### config.mk
export PLATFORM = sky130hd
export DESIGN_NAME = mac_sequencer_flat
export DESIGN_NICKNAME = d
export VERILOG_FILES = /design/src/rtl/mac_sequencer_pkg.sv /design/src/rtl/mac_sequencer_if.sv /design/src/rtl/mac_sequencer.sv /design/src/flat_wrapper.sv
export SDC_FILE = /design/constraint.sdc
export NUM_CORES = 1
export LEC_CHECK = 0
export CORE_ASPECT_RATIO = 0.75
export CORE_UTILIZATION = 30
export CTS_BUF_LIST = sky130_fd_sc_hd__clkbuf_8
export CTS_CLUSTER_SIZE = 25
export DETAILED_ROUTE_END_ITERATION = 8
export PLACE_DENSITY = 0.55
export RECOVER_POWER = 25
export SYNTH_ARGS = -nofsm -noshare
export SYNTH_HDL_FRONTEND = slang
export SYNTH_SLANG_ARGS = --single-unit
### constraint.sdc
create_clock -name clk -period 3 [get_ports clk]
set_clock_uncertainty 0.15 [all_clocks]
set_input_delay 0.6 -clock clk [delete_from_list [all_inputs] [get_ports clk]]
set_output_delay 0.6 -clock clk [all_outputs]
set_load 0.02 [all_outputs]
### src/rtl/mac_sequencer_pkg.sv
//------------------------------------------------------------------------------
// definitions: Q-format constants, sequencer state enum and a shared ReLU helper.
// rev 1.0
//------------------------------------------------------------------------------
`default_nettype none

package definitions;

  localparam int Q_INT  = 8;
  localparam int Q_FRAC = 8;
  localparam int Q_SIZE = Q_INT + Q_FRAC;

  typedef enum logic [1:0] {
    IDLE  = 2'd0,
    RUN   = 2'd1,
    DRAIN = 2'd2,
    OUT   = 2'd3
  } mac_seq_state_t;

  function automatic logic signed [Q_SIZE-1:0] relu_q(input logic signed [Q_SIZE-1:0] v);
    return v[Q_SIZE-1] ? '0 : v;
  endfunction

endpackage

`default_nettype wire

### src/rtl/mac_sequencer_if.sv
//------------------------------------------------------------------------------
// mac_sequencer_if: scheduler, operand-RAM and MacUnit signals of mac_sequencer.
// rev 1.0
//------------------------------------------------------------------------------
`default_nettype none

interface mac_sequencer_if #(
  parameter int ADDR_W = 10,
  parameter int LEN_W  = 10
);
  import definitions::*;

  logic                     start;
  logic                     abort;
  logic [LEN_W-1:0]         len;
  logic [ADDR_W-1:0]        x_base;
  logic [ADDR_W-1:0]        w_base;
  logic [ADDR_W-1:0]        x_addr;
  logic [ADDR_W-1:0]        w_addr;
  logic                     mem_rd_en;
  logic                     mac_acc_loopback;
  logic                     mac_acc_update;
  logic signed [Q_SIZE-1:0] mac;
  logic                     busy;
  logic signed [Q_SIZE-1:0] result;
  logic                     result_valid;
  logic                     result_ready;

  modport slave (
    input  start, abort, len, x_base, w_base, mac, result_ready,
    output x_addr, w_addr, mem_rd_en, mac_acc_loopback, mac_acc_update,
           busy, result, result_valid
  );

  modport master (
    output start, abort, len, x_base, w_base, mac, result_ready,
    input  x_addr, w_addr, mem_rd_en, mac_acc_loopback, mac_acc_update,
           busy, result, result_valid
  );

endinterface

`default_nettype wire

### src/rtl/mac_sequencer.sv
//------------------------------------------------------------------------------
// mac_sequencer: drives one MacUnit through an N-term dot product.
// Optional MAC_SEQ_RELU_EN clamps the captured result at zero.  rev 1.0
//------------------------------------------------------------------------------
`default_nettype none

module mac_sequencer
  import definitions::*;
#(
  parameter int ADDR_W = 10,
  parameter int LEN_W  = 10
) (
  input  logic            clk,
  input  logic            rst_n,
  mac_sequencer_if.slave  bus
);

  localparam logic [1:0] S_IDLE  = IDLE;
  localparam logic [1:0] S_RUN   = RUN;
  localparam logic [1:0] S_DRAIN = DRAIN;
  localparam logic [1:0] S_OUT   = OUT;

  logic [1:0]               state_q, state_d;
  logic [ADDR_W-1:0]        x_addr_q, x_addr_d;
  logic [ADDR_W-1:0]        w_addr_q, w_addr_d;
  logic [LEN_W-1:0]         k_q, k_d;
  logic [LEN_W-1:0]         len_q, len_d;
  logic signed [Q_SIZE-1:0] result_q, result_d;
  logic                     upd_q, lb_q;
  logic                     rd_en;
  logic signed [Q_SIZE-1:0] capture;

`ifdef MAC_SEQ_RELU_EN
  assign capture = relu_q(bus.mac);
`else
  assign capture = bus.mac;
`endif

  assign rd_en = (state_q == S_RUN);

  always_comb begin
    state_d  = state_q;
    x_addr_d = x_addr_q;
    w_addr_d = w_addr_q;
    k_d      = k_q;
    len_d    = len_q;
    result_d = result_q;
    if (bus.abort) begin
      state_d = S_IDLE;
    end else begin
      case (state_q)
        S_IDLE: begin
          if (bus.start) begin
            len_d = bus.len;
            if (bus.len == '0) begin
              result_d = '0;
              state_d  = S_OUT;
            end else begin
              x_addr_d = bus.x_base;
              w_addr_d = bus.w_base;
              k_d      = '0;
              state_d  = S_RUN;
            end
          end
        end
        S_RUN: begin
          x_addr_d = x_addr_q + ADDR_W'(1);
          w_addr_d = w_addr_q + ADDR_W'(1);
          k_d      = k_q + LEN_W'(1);
          // compare before increment, so len = 2^LEN_W-1 never overflows k
          if (k_q == len_q - LEN_W'(1)) begin
            state_d = S_DRAIN;
          end
        end
        S_DRAIN: begin
          result_d = capture;
          state_d  = S_OUT;
        end
        S_OUT: begin
          if (bus.result_ready) begin
            state_d = S_IDLE;
          end
        end
        default: state_d = S_IDLE;
      endcase
    end
  end

  always_ff @(posedge clk or negedge rst_n) begin
    if (!rst_n) begin
      state_q  <= S_IDLE;
      x_addr_q <= '0;
      w_addr_q <= '0;
      k_q      <= '0;
      len_q    <= '0;
      result_q <= '0;
      upd_q    <= 1'b0;
      lb_q     <= 1'b0;
    end else begin
      state_q  <= state_d;
      x_addr_q <= x_addr_d;
      w_addr_q <= w_addr_d;
      k_q      <= k_d;
      len_q    <= len_d;
      result_q <= result_d;
      // update tracks the one-cycle RAM latency; term 0 overwrites the accumulator
      upd_q    <= rd_en && !bus.abort;
      lb_q     <= rd_en && !bus.abort && (k_q != '0);
    end
  end

  assign bus.x_addr           = x_addr_q;
  assign bus.w_addr           = w_addr_q;
  assign bus.mem_rd_en        = rd_en;
  assign bus.mac_acc_update   = upd_q;
  assign bus.mac_acc_loopback = lb_q;
  assign bus.busy             = (state_q != S_IDLE);
  assign bus.result           = result_q;
  assign bus.result_valid     = (state_q == S_OUT);

endmodule

`default_nettype wire

### src/flat_wrapper.sv
// flat-port wrapper written by rule: the top's interface ports become plain ports
module mac_sequencer_flat import definitions::*;
#(
  parameter int ADDR_W = 10,
  parameter int LEN_W  = 10
)
  (clk, rst_n, bus_start, bus_abort, bus_len, bus_x_base, bus_w_base, bus_mac, bus_result_ready, bus_x_addr, bus_w_addr, bus_mem_rd_en, bus_mac_acc_loopback, bus_mac_acc_update, bus_busy, bus_result, bus_result_valid);
  mac_sequencer_if #(.ADDR_W(ADDR_W), .LEN_W(LEN_W)) bus_i ();
  input  logic clk;
  input  logic rst_n;
  input wire logic [$bits(bus_i.start)-1:0] bus_start;
  input wire logic [$bits(bus_i.abort)-1:0] bus_abort;
  input wire logic [$bits(bus_i.len)-1:0] bus_len;
  input wire logic [$bits(bus_i.x_base)-1:0] bus_x_base;
  input wire logic [$bits(bus_i.w_base)-1:0] bus_w_base;
  input wire logic [$bits(bus_i.mac)-1:0] bus_mac;
  input wire logic [$bits(bus_i.result_ready)-1:0] bus_result_ready;
  output wire logic [$bits(bus_i.x_addr)-1:0] bus_x_addr;
  output wire logic [$bits(bus_i.w_addr)-1:0] bus_w_addr;
  output wire logic [$bits(bus_i.mem_rd_en)-1:0] bus_mem_rd_en;
  output wire logic [$bits(bus_i.mac_acc_loopback)-1:0] bus_mac_acc_loopback;
  output wire logic [$bits(bus_i.mac_acc_update)-1:0] bus_mac_acc_update;
  output wire logic [$bits(bus_i.busy)-1:0] bus_busy;
  output wire logic [$bits(bus_i.result)-1:0] bus_result;
  output wire logic [$bits(bus_i.result_valid)-1:0] bus_result_valid;
  assign bus_i.start = bus_start;
  assign bus_i.abort = bus_abort;
  assign bus_i.len = bus_len;
  assign bus_i.x_base = bus_x_base;
  assign bus_i.w_base = bus_w_base;
  assign bus_i.mac = bus_mac;
  assign bus_i.result_ready = bus_result_ready;
  assign bus_x_addr = bus_i.x_addr;
  assign bus_w_addr = bus_i.w_addr;
  assign bus_mem_rd_en = bus_i.mem_rd_en;
  assign bus_mac_acc_loopback = bus_i.mac_acc_loopback;
  assign bus_mac_acc_update = bus_i.mac_acc_update;
  assign bus_busy = bus_i.busy;
  assign bus_result = bus_i.result;
  assign bus_result_valid = bus_i.result_valid;
  mac_sequencer #(.ADDR_W(ADDR_W), .LEN_W(LEN_W)) u_core (.clk(clk), .rst_n(rst_n), .bus(bus_i));
endmodule
---- After elaboration in Yosys (flattened, before gate mapping) ----
Index checks and enable logic that the tools add are counted.
cells by class
  reductions and logical operators ........ 13
  equality and inequality tests ........... 10
  bitwise operators ....................... 1
  muxes and demuxes ....................... 18
  $add $sub $neg .......................... 4
operator list
  operator               number
  $mux 10                6
  $pmux 10 s2            3
  $mux 16                2
  $pmux 16 s2            1
  $add 10x1->10 const B  3
  $eq 10x10->1           1
  $logic_not 10->1       1
  $mux 2                 5
  $reduce_bool 10->1     1
  $sub 10x1->10 const B  1
  $ne 3x3->1 const B     3
  $pmux 2 s4             1
  $reduce_and 4->1       2
  $reduce_and 3->1       2
  $reduce_bool 2->1      3
  $eq 2x2->1 const B     2
  $ne 2x2->1 const B     2
  $eq 2x1->1 const B     1
  $logic_and 1x1->1      2
  $logic_not 2->1        1
  $ne 2x1->1 const B     1
  $logic_not 1->1        1
  $not 1->1              1
word-level totals
  output and inout bits ................... 41
  word-level logic and storage cells ...... 54
  flip-flop bits (word level) ............. 60
  input port bits ......................... 51

---- Logic depth before layout (Yosys ltp) ----
Gate-level depths: netlist (run 1).
  depth in word-level cells ............... 5
  depth in mapped cells ................... 10

---- Least setup slack after synthesis (run 1) ----
Ideal clock, no wire load.
  kind .................................... register to register
  start ................................... register u_core.state_q[1]
  end ..................................... register u_core.k_q[6]
  data required time ...................... 2.717 ns
  path buffers ............................ 3
  period minus slack after synthesis ...... 2.184 ns
  slack ................................... 0.816 ns
  cell stages (with the launch flop) ...... 11
  data arrival time ....................... 1.901 ns
  path through ............................ dfrtp_1 > inv_1 > ha_1 > buf_2 > nor2b_1 > o21ba_2 > buf_2 > buf_1 > nand2_1 > nand2_1 > o31ai_1
on the way
  longest elaborated chain between the ends .. 3
  elaborated cells on any way between the ends .. 7
RTL lines
  item                         line                  text
  start, declared              mac_sequencer.sv:23   logic [1:0] state_q, state_d;
  start signal, assigned       mac_sequencer.sv:100  state_q <= state_d;
  $eq 2x1->1 (*)               -
  net bus_mem_rd_en            flat_wrapper.sv:20    output wire logic [$bits(bus_i.mem_rd_en)-1:0] bus_mem_rd_en;
  $reduce_bool 2->1 (no line)  -
  $reduce_and 4->1 (no line)   -
  end signal, assigned         mac_sequencer.sv:103  k_q <= k_d;
  end, declared                mac_sequencer.sv:26   logic [LEN_W-1:0] k_q, k_d;
Mark *: on every way through the listed nets, which the timed path passes. The rest lies on a longest branch.
A chain may end at the register's enable or synchronous reset.

---- Worst setup path after layout (run 1) ----
  start ................................... input port bus_len[1]
  end ..................................... register u_core.w_addr_q[6], in the netlist u_core.bus.w_addr[6]
on the way
  longest elaborated chain between the ends .. 3
RTL lines
  item                        line                  text
  start, declared             flat_wrapper.sv:13    input wire logic [$bits(bus_i.len)-1:0] bus_len;
  $logic_not 10->1            mac_sequencer.sv:55   if (bus.len == '0) begin
  $ne 2x2->1 (no line)        -
  $reduce_and 4->1 (no line)  -
  end signal, assigned        mac_sequencer.sv:102  w_addr_q <= w_addr_d;
  end, declared               mac_sequencer.sv:25   logic [ADDR_W-1:0] w_addr_q, w_addr_d;
Every way passes these cells.

==> key figures, run 1 <==
Synth
  – Most frequent cell after synthesis: dfrtp_1
  – Syn_nets: 440
  – Synth Cell Area: 3420 um^2
  – Area contributors post-synth: dfrtp_1 44%, o21ai_0 5.6%, nand3_1 5.0%, nand2_1 4.1%, ha_1 3.3%
  – Syn avg cell area: 9.01 um^2
  – Top FF cell, synth: dfrtp_1
  – Number of synthesized flops with an enable pin: 0
  – Top cells by count, synth: 60 x dfrtp_1, 38 x o21ai_0, 37 x nand2_1
  – Register area share after synthesis: 43.9%
  – Ys Warns: 0
  – Cell count after synthesis: 380
  – Yosys cell types: 53
  – Async SR Flop Fraction: 100%
  – Post-synthesis register bit count: 60
  – Yosys top cell by area: dfrtp_1
  – Yosys top cell area share: 43.9%

Final layout
  – Antenna cell count: 0
  – Share of layout cells above drive strength 1: 11.5%
  – Nets: 534
  – Area of the multi-input gates: 1710 um^2
  – Synthesis-to-finish area growth: 37.9%
  – Filler cells: 1085
  – Register area: 1500 um^2

Timing
  – Final hold viol count: 0
  – F_max: 387 MHz
  – # setup viols final: 0
  – Worst-margin pin slew: 0.746 ns
  – Max Slew Vio Count: 0
  – Min Clock Period, post-route: 2.58 ns
  – Final setup TNS: 0 ns
  – Max_slew headroom: 50.3%
  – Final period utilization: 86.1%
  – RSZ-0062 raised after global routing: false

Outcome
  – Status: complete, but fails checks
  – Failing checks: DRC

Power
  – Logic pwr share: 49.5%
  – Sw frac: 41.2%
  – Maximum vdd ir drop: 0.000369 V
  – Total power: 4.51 mW
  – Pint: 2.65 mW
  – Switch Pwr: 1.86 mW
  – Reg power frac: 34.0%
  – Clock Power Share: 16.5%
  – Pwr dens: 957 nW/um^2
  – LEAKAGE: 1.98 nW

Floorplanning
  – # IOs: 92
  – Die Width: 125 um
  – Site row count: 33
  – Die area: 11800 um^2
  – Core area: 11000 um^2
  – Die Y: 94.5 um
  – Initial core utilization: 31.0%

Critical path
  – Crit path launch type: primary input
  – Crit path capture type: flip-flop
  – Worst-path fanout max: 16
  – Setup CP Type: in -> reg
  – WP data required: 3.12 ns
  – Worst path arrival time: 2.70 ns

Routing
  – First-pass detailed-route iteration total: 7
  – DRC: 1
  – Wirelength per Cell: 14.3 um
  – Iter 0 DRT Violations: 117
  – Vias: 3068
  – Antenna viol nets, final: 0
  – WL final: 8.87 mm
  – Drt via density: 4.96

CTS
  – CTS root buffer: clkbuf_8
  – Htree depth: 3
  – Cts bufs inserted: 9
  – Clock buffer depth: 2
  – Count of hold-fix buffers inserted at cts: 1
  – Worst-path clk slew: 0.07 ns
  – CTS tree: done
  – Setup Buffers After CTS: 0
  – Clock Sinks: 60
  – # resized after CTS: 0
  – Clock latency on the worst-skew pair: 0.34 ns

Global routing
  – Grt ovf: 0
  – Vias in the first global route: 3006
  – Initial antenna violation count: 0
  – GRT Util Overall: 15.9%
  – Global-route wire length before repair: 14.9 mm
  – GR Util met1: 20.7%
  – Largest net degree at the start of global routing: 34
  – Met3 Track Usage GR: 4.59%
  – GR peak layer: met2
  – GRT met2 Usage: 25.6%

Flow run
  – Maxcap violations: 0

Placement
  – Port buffer count: 91
  – Routability cong.: 0.756
  – DP HPWL: 6.37 mm

Hold path
  – Worst hold path class: reg -> reg
[sequential cells by signal, indices dropped and copies added, names as in the netlist]
name                         flops
u_core.bus.mac_acc_loopback      1
u_core.bus.mac_acc_update        1
u_core.bus.result               16
u_core.bus.w_addr               10
u_core.bus.x_addr               10
u_core.k_q                      10
u_core.len_q                    10
u_core.state_q                   2
[placed cells by master, fill, tap and decap left out, types with 3 or more instances in the layout]
cell type,Yosys,final
clkdlybuf4s50_1,0,90
dfrtp_1,60,60
o21ai_0,38,38
nand2_1,37,37
nand3_1,34,34
inv_1,27,28
a21oi_1,18,17
and3_1,16,16
o22ai_1,14,14
nor2_1,13,13
clkbuf_8,1,11
buf_4,0,11
mux2_2,10,10
ha_1,9,9
mux2i_1,8,8
nor2b_1,6,6
nand4_1,6,6
o31ai_1,5,5
xnor2_1,5,5
nor4_1,4,4
or2_2,4,4
xor2_1,4,4
nand2b_1,3,3
nor3_1,3,3
[layer usage]
metal | vias up | part of all wire [%] | wire [um]
met2 | 79 | 45 | 4010
li1 | 1545 | - | -
met1 | 1435 | 48 | 4240
met4 | 0 | 1.2 | 107
met3 | 9 | 5.8 | 512
met5 | - | 0 | 0
[power groups by stage]
| stage | clock, mW | combinational [mW] | sequential (mW) |
|---|---|---|---|
| detailed placement | 0 | 2.25 | 1.54 |
| CTS | 0.776 | 2.26 | 1.54 |
| global route | 0.813 | 2.47 | 1.60 |
| global placement | 0 | 2.21 | 1.54 |
| finish | 0.745 | 2.24 | 1.53 |
| floorplan | 0 | 1.11 | 1.74 |
[path summary, 6_finish.rpt]
kind / start / endpoint / slack [ns] / cells past startpoint
max: bus_len[1] / u_core.bus.w_addr[6] / 0.42 / 9
min: u_core.bus.w_addr[1] / u_core.bus.w_addr[1] / 0.39 / 2
max reg2reg: u_core.state_q[1] / u_core.k_q[8] / 0.65 / 7
min reg2reg: u_core.bus.w_addr[1] / u_core.bus.w_addr[1] / 0.39 / 2
max in group asynchronous: rst_n / u_core.bus.mac_acc_loopback / 1.16 / 3
min in group asynchronous: rst_n / u_core.bus.x_addr[7] / 0.50 / 2
[kinds of logic (layout without fill, tap and decap cells)]
group / count (synthesis) / after routing / share of synthesized area, %
adder cells (fa/ha/maj): 9 / 9 / 3.29
multiplexers: 18 / 18 / 5.63
AND/OR/NAND/NOR: 140 / 140 / 21.3
XOR/XNOR: 9 / 9 / 2.30
flip-flops: 60 / 60 / 43.9
buffers and inverters: 50 / 149 / 6.25
AO/OA/AOI/OAI: 94 / 94 / 17.3
[critical path: stages]
cell             delay (ns)
clkdlybuf4s50_1        0.42
nor4_1                 0.45
buf_4                  0.20
a31oi_1                0.12
o21ba_2                0.34
nand2b_1               0.10
buf_4                  0.22
o22ai_1                0.11
a21oi_1                0.14
[cell type report]
cell class / count / area share (%)
Multi-Input combinational cell: 270 / 36.3
Sequential cell: 60 / 31.8
Timing Repair Buffer: 106 / 21.8
Tap cell: 140 / 3.71
Clock buffer: 11 / 3.21
Inverter: 27 / 2.15
Clock inverter: 5 / 1.09
[per-stage QoR]
step                setup slack [ns]  instances  hold WS (ns)  cell area [um^2]  util [%]
finish                         0.417        619         0.391              4720      42.8
global route                   0.230        619         0.415              4720      42.8
CTS                            0.403        619         0.395              4720      42.9
detailed placement            0.0456        602         0.279              4510      40.9
global placement              0.0538        602         0.283              4510      40.9
floorplan                      0.816        380         0.154              3420         -
Note: power is estimated with default switching activity, not from simulation.
==> inputs of run 2 (changes only) <==
- PLACE_DENSITY: 0.55 -> default
==> run 2 against run 1 <==
The run ends with DRC, capacitance limit, slew limit left. Final area fell by 0.48%. First-iteration DRC count fell by 6.8%. Non-clock buffer count fell by 3. Worst hold slack got worse by 0.0060 ns. Die area did not move. Global-route usage fell by 0.65 points. Largest cell class unchanged.
==> key figures, run 2 (same netlist as run 1, synthesis figures left out) <==
Outcome
  – Status: complete, but fails checks
  – Failing checks: DRC, capacitance limit, slew limit

Final layout
  – Commonest cells after routing, fill and taps aside: 90 x clkdlybuf4s50_1, 60 x dfrtp_1, 38 x o21ai_0
  – Max reg flops: 16
  – Share of layout cells above drive strength 1: 11.3%
  – Area of the multi-input gates: 1710 um^2
  – Final Cell Area: 4700 um^2
  – Filler cells: 1086
  – Fin util: 42.6%
  – Antenna cell count: 0
  – Most common cell after layout, fill and taps aside: clkdlybuf4s50_1
  – Non-Filler Instances: 616
  – Register area: 1500 um^2
  – Nets: 531
  – Synthesis-to-finish area growth: 37.2%

Global routing
  – Vias in the first global route: 3027
  – Initial antenna violation count: 0
  – Grt ovf: 0
  – Global-route wire length before repair: 14.4 mm
  – GRT Util Overall: 15.3%
  – Largest net degree at the start of global routing: 36

Timing
  – F_max: 395 MHz
  – Worst-margin pin slew: 1.67 ns
  – Final period utilization: 84.3%
  – Max_slew headroom: -11.4%
  – # setup viols final: 0
  – Max Slew Vio Count: 28
  – Final hold viol count: 0
  – Worst hold margin: 0.385 ns
  – Final setup TNS: 0 ns
  – Setup ws final: 0.471 ns
  – RSZ-0062 raised after global routing: false
  – Min Clock Period, post-route: 2.53 ns

Critical path
  – Reg2reg setup slack: 0.56 ns
  – Crit path capture type: output port
  – Worst-path fanout max: 6
  – Cells on worst reg2reg path: 7
  – WP data required: 2.25 ns
  – Setup CP Type: reg -> out
  – RR Startpoint: u_core.state_q[1]
  – Worst r2r dst: u_core.k_q[8]
  – Worst path arrival time: 1.78 ns
  – Crit path launch type: flip-flop

Floorplanning
  – # IOs: 92
  – Site row count: 33
  – Initial core utilization: 31.0%
  – Die Y: 94.5 um
  – Die area: 11800 um^2
  – Core area: 11000 um^2
  – Die Width: 125 um

CTS
  – CTS tree: done
  – Worst-path clk slew: 0.07 ns
  – Setup Buffers After CTS: 0
  – Clock latency on the worst-skew pair: 0.34 ns
  – Count of hold-fix buffers inserted at cts: 0
  – Cts bufs inserted: 9
  – Clock Sinks: 60
  – Clock buffer depth: 2
  – # resized after CTS: 0
  – Htree depth: 3
  – CTS root buffer: clkbuf_8

Routing
  – Drt via density: 5.00
  – WL final: 8.76 mm
  – Iter 0 DRT Violations: 109
  – DRC: 1
  – Antenna viol nets, final: 0
  – Wirelength per Cell: 14.2 um
  – Vias: 3081
  – First-pass detailed-route iteration total: 6

Flow run
  – Maxcap violations: 1

Hold path
  – Worst Hold Launch: u_core.bus.result[11]
  – WHS Path Cells: 2
  – Hold Path Sink: u_core.bus.result[11]
  – Worst hold path class: reg -> reg

Power
  – Pwr dens: 949 nW/um^2
  – Total power: 4.46 mW
  – LEAKAGE: 1.96 nW
  – Maximum vdd ir drop: 0.000362 V

Placement
  – DP HPWL: 6.20 mm
  – Placed Cells incl. Taps: 600
  – Routability cong.: 0.759
  – Port buffer count: 91
  – DP Area: 4510 um^2
  – Pre-CTS setup slack: 0.108 ns
## run 2: critical path, cell delays in order, from the launching register on
cell             delay [ns]
dfrtp_1                0.39
inv_1                  0.08
ha_1                   0.26
inv_1                  0.09
clkdlybuf4s50_1        0.61
## run 2: final cells by class
| cell class | instances | share of cell area, % |
|---|---|---|
| Multi-Input combinational cell | 270 | 36.4 |
| Sequential cell | 60 | 32.0 |
| Timing Repair Buffer | 103 | 21.7 |
| Tap cell | 140 | 3.73 |
| Clock buffer | 12 | 3.52 |
| Inverter | 27 | 2.16 |
| Clock inverter | 4 | 0.480 |
## run 2: where the power goes
group          switching [mW]  internal [mW]  total (mW)
Clock                   0.328          0.363       0.691
Combinational            1.15           1.09        2.24
Sequential              0.391           1.14        1.53
Total                    1.86           2.59        4.46
## run 2: worst max path at each step
stage / start / endpoint / slack [ns] / cells past startpoint
3_3_place_gp: bus_len[7] / u_core.bus.w_addr[8] / 0.20 / 8
2_1_floorplan: u_core.state_q[1] / u_core.k_q[6] / 0.82 / 10
5_1_grt: bus_len[1] / u_core.k_q[8] / 0.34 / 7
6_report: u_core.state_q[0] / bus_busy / 0.47 / 4
3_5_place_dp: bus_len[3] / u_core.k_q[8] / 0.11 / 7
4_1_cts: u_core.state_q[0] / bus_busy / 0.43 / 4
## run 2: per-layer routing
layer  part of all wire [%]  wire length (um)  GRT usage [%]
met1                     48              4180           19.4
met3                    6.9               603           6.18
met2                     45              3910           24.3
met5                      0                 0              0
met4                   0.74                65           3.66
